==> config.mk <==
export PLATFORM = sky130hd
export DESIGN_NAME = spi_master_cfg_flat
export DESIGN_NICKNAME = d
export VERILOG_FILES = /design/src/rtl/spi_master_cfg_if.sv /design/src/rtl/spi_master_cfg.sv /design/src/flat_wrapper.sv
export SDC_FILE = /design/constraint.sdc
export NUM_CORES = 1
export LEC_CHECK = 0
export ABC_AREA = 0
export BUFFER_PORTS_ARGS = -buffer_cell sky130_fd_sc_hd__buf_2
export CAP_MARGIN = 25
export CORE_ASPECT_RATIO = 0.8
export CORE_MARGIN = 2
export CORE_UTILIZATION = 45
export CTS_BUF_LIST = sky130_fd_sc_hd__clkbuf_4 sky130_fd_sc_hd__clkbuf_8
export CTS_CLUSTER_SIZE = 10
export DETAILED_ROUTE_END_ITERATION = 6
export GPL_TIMING_DRIVEN = 0
export PLACE_DENSITY_LB_ADDON = 0.25
export RECOVER_POWER = 100
export SLEW_MARGIN = 15
export SYNTH_ARGS = -nofsm -noshare
export SYNTH_HDL_FRONTEND = slang
export SYNTH_SLANG_ARGS = --single-unit
==> constraint.sdc <==
create_clock -name i_clock_in -period 1.7 [get_ports i_clock_in]
set_clock_uncertainty 0.15 [all_clocks]
set_input_delay 0.34 -clock i_clock_in [delete_from_list [all_inputs] [get_ports i_clock_in]]
set_output_delay 0.34 -clock i_clock_in [all_outputs]
set_load 0.03 [all_outputs]
==> src/rtl/spi_master_cfg_if.sv <==
// rtl/spi_master_cfg_if.sv - controller-side and pin-side signals of the configurable SPI master
interface spi_master_cfg_if #(
  parameter int WIDTH = 8,
  parameter int NCS   = 2,
  parameter int DIVW  = 8,
  parameter int CSW   = (NCS > 1) ? $clog2(NCS) : 1
);
  logic             i_start;
  logic             i_cpol;
  logic             i_cpha;
  logic             i_lsb_first;
  logic [DIVW-1:0]  i_div;
  logic [CSW-1:0]   i_cs_sel;
  logic [WIDTH-1:0] i_datain;
  logic             i_miso;
  logic             o_sclk;
  logic             o_mosi;
  logic [NCS-1:0]   o_ssn_out;
  logic [WIDTH-1:0] o_dataout;
  logic             o_busy;
  logic             o_done;

  modport master (
    input  i_start, i_cpol, i_cpha, i_lsb_first, i_div, i_cs_sel, i_datain, i_miso,
    output o_sclk, o_mosi, o_ssn_out, o_dataout, o_busy, o_done
  );

  modport slave (
    output i_start, i_cpol, i_cpha, i_lsb_first, i_div, i_cs_sel, i_datain, i_miso,
    input  o_sclk, o_mosi, o_ssn_out, o_dataout, o_busy, o_done
  );
endinterface

==> src/rtl/spi_master_cfg.sv <==
// rtl/spi_master_cfg.sv - SPI master with configurable width, divider, CPOL/CPHA mode,
// bit order and chip select; start/busy/done handshake toward the controller.
module spi_master_cfg #(
  parameter int WIDTH = 8,
  parameter int NCS   = 2,
  parameter int DIVW  = 8,
  parameter int CSW   = (NCS > 1) ? $clog2(NCS) : 1
) (
  input logic              i_clock_in,
  input logic              i_reset,
  spi_master_cfg_if.master bus
);
  localparam int EW = $clog2(2 * WIDTH + 1);
  localparam logic [EW-1:0] LAST_EDGE = EW'(2 * WIDTH - 1);

  typedef enum logic [1:0] {S_IDLE, S_SETUP, S_XFER, S_HOLD} state_t;

  state_t           r_state, w_state_next;
  logic [DIVW-1:0]  r_div, r_cnt;
  logic [EW-1:0]    r_edge;
  logic             r_cpha, r_lsb;
  logic [WIDTH-1:0] r_tx, r_rx;
  logic [NCS-1:0]   w_ssn_sel;
  logic             w_tick, w_lead, w_start, w_toggle, w_sample, w_shift, w_finish;
  logic             w_tx_bit;

  function automatic logic [WIDTH-1:0] f_shift(input logic [WIDTH-1:0] v, input logic lsb);
    return lsb ? (v >> 1) : (v << 1);
  endfunction

  // Out-of-range selects match no line, so the transfer runs with every ssn high.
  always_comb begin
    w_ssn_sel = '1;
    for (int i = 0; i < NCS; i++) begin
      if (bus.i_cs_sel == CSW'(i)) w_ssn_sel[i] = 1'b0;
    end
  end

  assign w_tx_bit = r_lsb ? r_tx[0] : r_tx[WIDTH-1];

  always_comb begin
    w_state_next = r_state;
    w_start      = 1'b0;
    w_toggle     = 1'b0;
    w_sample     = 1'b0;
    w_shift      = 1'b0;
    w_finish     = 1'b0;
    w_tick       = (r_cnt == r_div);
    w_lead       = ~r_edge[0];
    case (r_state)
      S_IDLE: begin
        if (bus.i_start) begin
          w_start      = 1'b1;
          w_state_next = S_SETUP;
        end
      end
      S_SETUP: begin
        if (w_tick) w_state_next = S_XFER;
      end
      S_XFER: begin
        if (w_tick) begin
          w_toggle = 1'b1;
          // cpha=0 samples on leading edges, cpha=1 on trailing; the other edge shifts
          w_sample = (w_lead != r_cpha);
          w_shift  = (w_lead == r_cpha) && (r_edge != LAST_EDGE);
          if (r_edge == LAST_EDGE) w_state_next = S_HOLD;
        end
      end
      S_HOLD: begin
        if (w_tick) begin
          w_finish     = 1'b1;
          w_state_next = S_IDLE;
        end
      end
      default: w_state_next = S_IDLE;
    endcase
  end

  always_ff @(posedge i_clock_in) begin
    if (i_reset) begin
      r_state       <= S_IDLE;
      r_div         <= '0;
      r_cnt         <= '0;
      r_edge        <= '0;
      r_cpha        <= 1'b0;
      r_lsb         <= 1'b0;
      r_tx          <= '0;
      r_rx          <= '0;
      bus.o_sclk    <= 1'b0;
      bus.o_mosi    <= 1'b0;
      bus.o_ssn_out <= '1;
      bus.o_dataout <= '0;
      bus.o_busy    <= 1'b0;
      bus.o_done    <= 1'b0;
    end else begin
      r_state    <= w_state_next;
      bus.o_done <= w_finish;
      r_cnt      <= (r_state == S_IDLE || w_tick) ? '0 : r_cnt + 1'b1;
      if (r_state == S_IDLE) begin
        bus.o_sclk <= bus.i_cpol;
        r_edge     <= '0;
      end
      if (w_start) begin
        r_div         <= bus.i_div;
        r_cpha        <= bus.i_cpha;
        r_lsb         <= bus.i_lsb_first;
        r_rx          <= '0;
        bus.o_busy    <= 1'b1;
        bus.o_ssn_out <= w_ssn_sel;
        if (!bus.i_cpha) begin
          bus.o_mosi <= bus.i_lsb_first ? bus.i_datain[0] : bus.i_datain[WIDTH-1];
          r_tx       <= f_shift(bus.i_datain, bus.i_lsb_first);
        end else begin
          r_tx <= bus.i_datain;
        end
      end
      if (w_toggle) begin
        bus.o_sclk <= ~bus.o_sclk;
        r_edge     <= r_edge + 1'b1;
      end
      if (w_sample) begin
        r_rx <= r_lsb ? {bus.i_miso, r_rx[WIDTH-1:1]} : {r_rx[WIDTH-2:0], bus.i_miso};
      end
      if (w_shift) begin
        bus.o_mosi <= w_tx_bit;
        r_tx       <= f_shift(r_tx, r_lsb);
      end
      if (w_finish) begin
        bus.o_busy    <= 1'b0;
        bus.o_ssn_out <= '1;
        bus.o_dataout <= r_rx;
      end
    end
  end
endmodule

==> src/flat_wrapper.sv <==
// flat-port wrapper written by rule: the top's interface ports become plain ports
module spi_master_cfg_flat 
#(
  parameter int WIDTH = 8,
  parameter int NCS   = 2,
  parameter int DIVW  = 8,
  parameter int CSW   = (NCS > 1) ? $clog2(NCS) : 1
)
  (i_clock_in, i_reset, bus_i_start, bus_i_cpol, bus_i_cpha, bus_i_lsb_first, bus_i_div, bus_i_cs_sel, bus_i_datain, bus_i_miso, bus_o_sclk, bus_o_mosi, bus_o_ssn_out, bus_o_dataout, bus_o_busy, bus_o_done);
  spi_master_cfg_if #(.WIDTH(WIDTH), .NCS(NCS), .DIVW(DIVW), .CSW(CSW)) bus_i ();
  input logic i_clock_in;
  input logic i_reset;
  input wire logic [$bits(bus_i.i_start)-1:0] bus_i_start;
  input wire logic [$bits(bus_i.i_cpol)-1:0] bus_i_cpol;
  input wire logic [$bits(bus_i.i_cpha)-1:0] bus_i_cpha;
  input wire logic [$bits(bus_i.i_lsb_first)-1:0] bus_i_lsb_first;
  input wire logic [$bits(bus_i.i_div)-1:0] bus_i_div;
  input wire logic [$bits(bus_i.i_cs_sel)-1:0] bus_i_cs_sel;
  input wire logic [$bits(bus_i.i_datain)-1:0] bus_i_datain;
  input wire logic [$bits(bus_i.i_miso)-1:0] bus_i_miso;
  output wire logic [$bits(bus_i.o_sclk)-1:0] bus_o_sclk;
  output wire logic [$bits(bus_i.o_mosi)-1:0] bus_o_mosi;
  output wire logic [$bits(bus_i.o_ssn_out)-1:0] bus_o_ssn_out;
  output wire logic [$bits(bus_i.o_dataout)-1:0] bus_o_dataout;
  output wire logic [$bits(bus_i.o_busy)-1:0] bus_o_busy;
  output wire logic [$bits(bus_i.o_done)-1:0] bus_o_done;
  assign bus_i.i_start = bus_i_start;
  assign bus_i.i_cpol = bus_i_cpol;
  assign bus_i.i_cpha = bus_i_cpha;
  assign bus_i.i_lsb_first = bus_i_lsb_first;
  assign bus_i.i_div = bus_i_div;
  assign bus_i.i_cs_sel = bus_i_cs_sel;
  assign bus_i.i_datain = bus_i_datain;
  assign bus_i.i_miso = bus_i_miso;
  assign bus_o_sclk = bus_i.o_sclk;
  assign bus_o_mosi = bus_i.o_mosi;
  assign bus_o_ssn_out = bus_i.o_ssn_out;
  assign bus_o_dataout = bus_i.o_dataout;
  assign bus_o_busy = bus_i.o_busy;
  assign bus_o_done = bus_i.o_done;
  spi_master_cfg #(.WIDTH(WIDTH), .NCS(NCS), .DIVW(DIVW), .CSW(CSW)) u_core (.i_clock_in(i_clock_in), .i_reset(i_reset), .bus(bus_i));
endmodule
; Word-level counts from Yosys, hierarchy flattened
; Index checks and enable logic that the tools add are counted.
[totals]
ff_bits = 55
elab_cells = 76
[op_classes]
n_mux = 34
reduce_logical = 10
bitwise = 2
eq_ne = 14
n_addsub = 2
[ops]
columns = operator, count
row1 = two-way mux 8 bit, 8
row2 = two-way mux 1 bit, 18
row3 = two-way mux 2 bit, 5
row4 = two-way mux 5 bit, 2
row5 = "inequality test 2 x 1 -> 1 bit, second input constant", 5
row6 = "adder 8 x 1 -> 8 bit, second input constant", 1
row7 = equality test 8 bit, 1
row8 = one-hot mux 2 bit (4 select lines), 1
row9 = nonzero test 2 bit, 3
row10 = "adder 5 x 1 -> 5 bit, second input constant", 1
row11 = "equality test 5 x 4 -> 1 bit, second input constant", 1
row12 = "inequality test 5 x 4 -> 1 bit, second input constant", 1
row13 = AND reduction 5 bit, 1
row14 = "equality test 2 bit, second input constant", 2
row15 = OR reduction 2 bit, 2
row16 = "equality test 2 x 1 -> 1 bit, second input constant", 1
row17 = logical NOT 2 bit, 1
row18 = "inequality test 2 bit, second input constant", 1
row19 = NOT 1 bit, 2
row20 = AND reduction 2 bit, 1
row21 = equality test 1 bit, 1
row22 = logical AND 1 bit, 1
row23 = logical OR 1 bit, 1
row24 = inequality test 1 bit, 1

; Depth between registers and ports, before layout
[depth]
depth_word = 7
ltp_mapped = 7

; Least setup slack after synthesis
; OpenSTA, ideal clock, no wires.
[synth_path]
kind = register to register
start = register u_core.r_edge[0]
end = register u_core.bus.o_mosi
setup_ns = 0.121
synth_period_minus_slack_ns = 1.923
path_slack_ns = -0.223
arrival_time_ns = 1.652
stages_incl_launch_ff = 7
t_required_ns = 1.429
cell_sequence = dfxtp_1 > ha_1 > and3_1 > ha_1 > nor2b_1 > nand4b_4 > mux2_2
[synth_between]
elab_chain_len = 7
word_cells_on_any_way = 10
[synth_lines]
columns = item, line
row1 = start: declaration, spi_master_cfg.sv:20  ; logic [EW-1:0] r_edge;
row2 = start signal: assignment, spi_master_cfg.sv:119  ; r_edge <= r_edge + 1'b1;
row3 = "parallel branches: the longest is 2 deep, another holds inequality test 5 x 4 -> 1 bit", --
row4 = logical AND 1 bit (*), spi_master_cfg.sv:65  ; w_shift = (w_lead == r_cpha) && (r_edge != LAST_EDGE);
row5 = two-way mux 1 bit (*), spi_master_cfg.sv:61  ; if (w_tick) begin
row6 = two-way mux 1 bit (*), spi_master_cfg.sv:50  ; case (r_state)
row7 = inequality test 2 x 1 -> 1 bit (no line) or nonzero test 2 bit (tied branches), --
row8 = AND reduction 2 bit (no line), --
row9 = end signal: assignment, spi_master_cfg.sv:111  ; bus.o_mosi <= bus.i_lsb_first ? bus.i_datain[0] : bus.i_datain[WIDTH-1];
row10 = end signal: assignment, spi_master_cfg.sv:125  ; bus.o_mosi <= w_tx_bit;
row11 = end: declaration, spi_master_cfg_if.sv:25  ; output o_sclk, o_mosi, o_ssn_out, o_dataout, o_busy, o_done
; Mark *: on every way between the ends.
; A chain may end at the register's enable or synchronous reset.

; Worst setup path in the final report
; Same ends and word-level chain as after synthesis.

==> flow_summary.yaml <==
placement:
  placed_cells: 443
  place_congestion: 0.791
  port_buffers: 35
  hpwlAfterDp_mm: 4.83
routing:
  first_pass_iters: 5
  viasPerCell: 5.58
  num_vias: 2627
  drt_wl_total_mm: 7.52
  antenna_left: 0
  wl_per_cell_um: 16.0
  drc: 0
  first_iter_violations: 98
timing:
  finalSetupViolCount: 20
  relSlewSlack: 0.575
  layout_setup_ws_ns: -0.109
  layout_min_cycle_time_ns: 1.81
  hold_ws_ns: 0.0984
  fin_crit_sh: 1.06
  worstMarginPinSlew_ns: 0.638
  timing.final.hold_violations: 0
  rsz0062_at_grt: "true"
  final_max_slew_viol_count: 0
  fmax_mhz: 553
power:
  power.density_nw_per_um2: 1130
  max-vdd-ir-drop_mv: 0.539
  leakage_nw: 1.53
run_status:
  status: "complete, but fails checks"
  violations: "negative setup slack"
die:
  die_w_um: 94.3
  io_pins: 38
  dieArea_um2: 7190
  start_util: 0.463
  core_area_um2: 6340
  die_y_um: 76.3
  rows: 26
clock_tree:
  clk_latency_ns: 0.31
  cts_tree: "yes"
  htreeDepth: 2
  ctsHoldBuffers: 0
  numCtsBuffers: 5
  root_buffer: "clkbuf_8"
  clk_pin_slew_ns: 0.10
  cts_sinks: 55
  ctsLongestPathBuffers: 2
synth:
  yosys_warnings: 0
  async_reset_ff_frac: 0
  synth_most_common_cell: "dfxtp_1"
  syn_avg_cell_area_um2: 9.07
  synth.largest_area_cell: "dfxtp_1"
  syn_inst: 324
  netlist_area_um2: 2940
  syn_nets: 356
  yosys-top-cells-count: "dfxtp_1 (55), nand2_1 (47), mux2i_1 (32), nor2_1 (27), mux2_2 (18)"
  synth-seq-area-share: 0.375
  synth-seq-cells: 55
  synthTopCellsByArea: "dfxtp_1 (37%), mux2i_1 (11%), mux2_2 (6.9%), nand2_1 (6.0%), xnor2_1 (3.9%)"
  synth.distinct_cells: 44
  synth_edf_count: 0
  synth_flop_cell: "dfxtp_1"
  yosysTopAreaCellShare: 0.375
cells_and_area:
  instances_no_fill: 471
  final_net_count: 419
  drive_above_1_share: 0.359
  n_antenna_cell: 0
  syn2layout_area_growth_pct: 29.0
global_route:
  grt_util_all_layers: 0.207
  gr-total-overflow: 0
  grt_start_max_net_pins: 17
  grt_pass1_wl_mm: 11.9
  grt_pass1_vias: 2446
  grt_antenna_before_repair: 0
setup_path:
  cp_common_cell: "ha_4"
  critPathSlowestCell: "dfxtp_4"
  worstPathCellList: "ha_4 > and3_4 > ha_4 > nor2b_4 > nand4b_4 > mux2_4"
  path_max_fanout: 5
  end_kind: "flop"
  path_class: "flop to flop"
  crit_path_start_kind: "flop"
  critPathArrivalTime_ns: 1.86
  crit_required_ns: 1.75
  critPathMaxStageDelay_ns: 0.36
job:
  maxCapViolations: 0
hold_path:
  hp-class: "input pin to flop"
[worst max-delay path: cells and delay by family (launching register included)]
kind | cells | cell delay [ns]
adder cells (fa/ha/maj) | 2 | 0.32
AND/OR/NAND/NOR | 3 | 0.55
multiplexers | 1 | 0.32
flip-flops | 1 | 0.36
[layout by cell type (no fill, tap or decap), types with 9 or more instances in the layout]
| cell | instances |
|---|---|
| buf_4 | 17 |
| and2_1 | 9 |
| buf_2 | 25 |
| dfxtp_2 | 13 |
| dfxtp_1 | 37 |
| nor2_1 | 25 |
| nand2_1 | 46 |
| clkbuf_1 | 19 |
| mux2_2 | 16 |
| a21oi_1 | 13 |
| mux2i_1 | 32 |
[state kept, by name (all words and copies together) (netlist names)]
name / cells
u_core.bus.o_done: 1
u_core.r_tx: 8
u_core.r_state: 2
u_core.bus.o_ssn_out: 2
u_core.r_rx: 8
u_core.bus.o_dataout: 8
u_core.r_div: 8
u_core.bus.o_busy: 1
u_core.r_cpha: 1
u_core.r_cnt: 8
u_core.bus.o_mosi: 1
u_core.bus.o_sclk: 1
u_core.r_lsb: 1
u_core.r_edge: 5
[repair_timing]
action,CTS,global route
setup buffers,10,9
endpoints found under the setup margin,45,52
pin swaps,4,10
gates cloned,1,1
resized for setup,46,33
[final cells by class]
type	instances	area [um^2]
inverter	6	23.8
tap	84	105
clock inverter	2	37.5
multi-input combinational	245	1980
timing repair buffer	55	305
buffer	19	135
sequential	55	1140
fill	548	2550
clock buffer	5	68.8
[power breakdown]
part	leakage (nW)	switching, mW	internal [mW]	total [mW]
clock network	0.0502	0.430	0.431	0.861
logic	1.02	1.04	0.835	1.87
registers	0.457	0.127	1.42	1.55
[final timing paths]
check / start / end / slack, ns / cells after the start
setup reg to reg: u_core.r_edge[0]$_SDFFE_PP0P_ / u_core.bus.o_mosi$_SDFFE_PP0P_ / -0.11 / 6
setup / recovery: u_core.r_edge[0]$_SDFFE_PP0P_ / u_core.bus.o_mosi$_SDFFE_PP0P_ / -0.11 / 6
hold / removal: bus_i_div[4] / u_core.r_div[4]$_SDFFE_PP0P_ / 0.1 / 3
hold reg to reg: u_core.bus.o_dataout[0]$_SDFFE_PP0P_ / u_core.bus.o_dataout[0]$_SDFFE_PP0P_ / 0.31 / 2
[per-stage QoR]
step | setup slack, ns | setup TNS [ns] | cell area (um^2) | util | total power [mW]
after floorplan | -0.0186 | -0.0186 | 2990 | - | 2.59
after global placement | -0.293 | -8.82 | 3270 | 0.516 | 2.91
after detailed placement | -0.308 | -9.46 | 3270 | 0.516 | 2.92
after CTS | -0.0844 | -0.486 | 3620 | 0.570 | 4.06
after global routing | -0.160 | -2.94 | 3790 | 0.598 | 4.51
final | -0.109 | -0.926 | 3790 | 0.598 | 4.28
[layer usage]
metal,global-route usage,up-vias,routed length (um)
met5,0,-,0
met3,0.0287,9,381
met1,0.307,1256,3580
met4,0.0580,0,103
li1,-,1276,-
met2,0.312,86,3460
[logic make-up (layout without fill, tap and decap cells)]
group / after synthesis / in the layout / synth area share
adders and majority gates: 8 / 8 / 0.0341
DFF: 55 / 55 / 0.375
xor gates and xnor gates: 15 / 15 / 0.0447
and+or+nand+nor: 127 / 128 / 0.217
muxes: 50 / 50 / 0.178
buffers and inverters: 25 / 87 / 0.0447
AOI/OAI and AO/OA: 44 / 44 / 0.106
(Power assumes the default switching activity.)
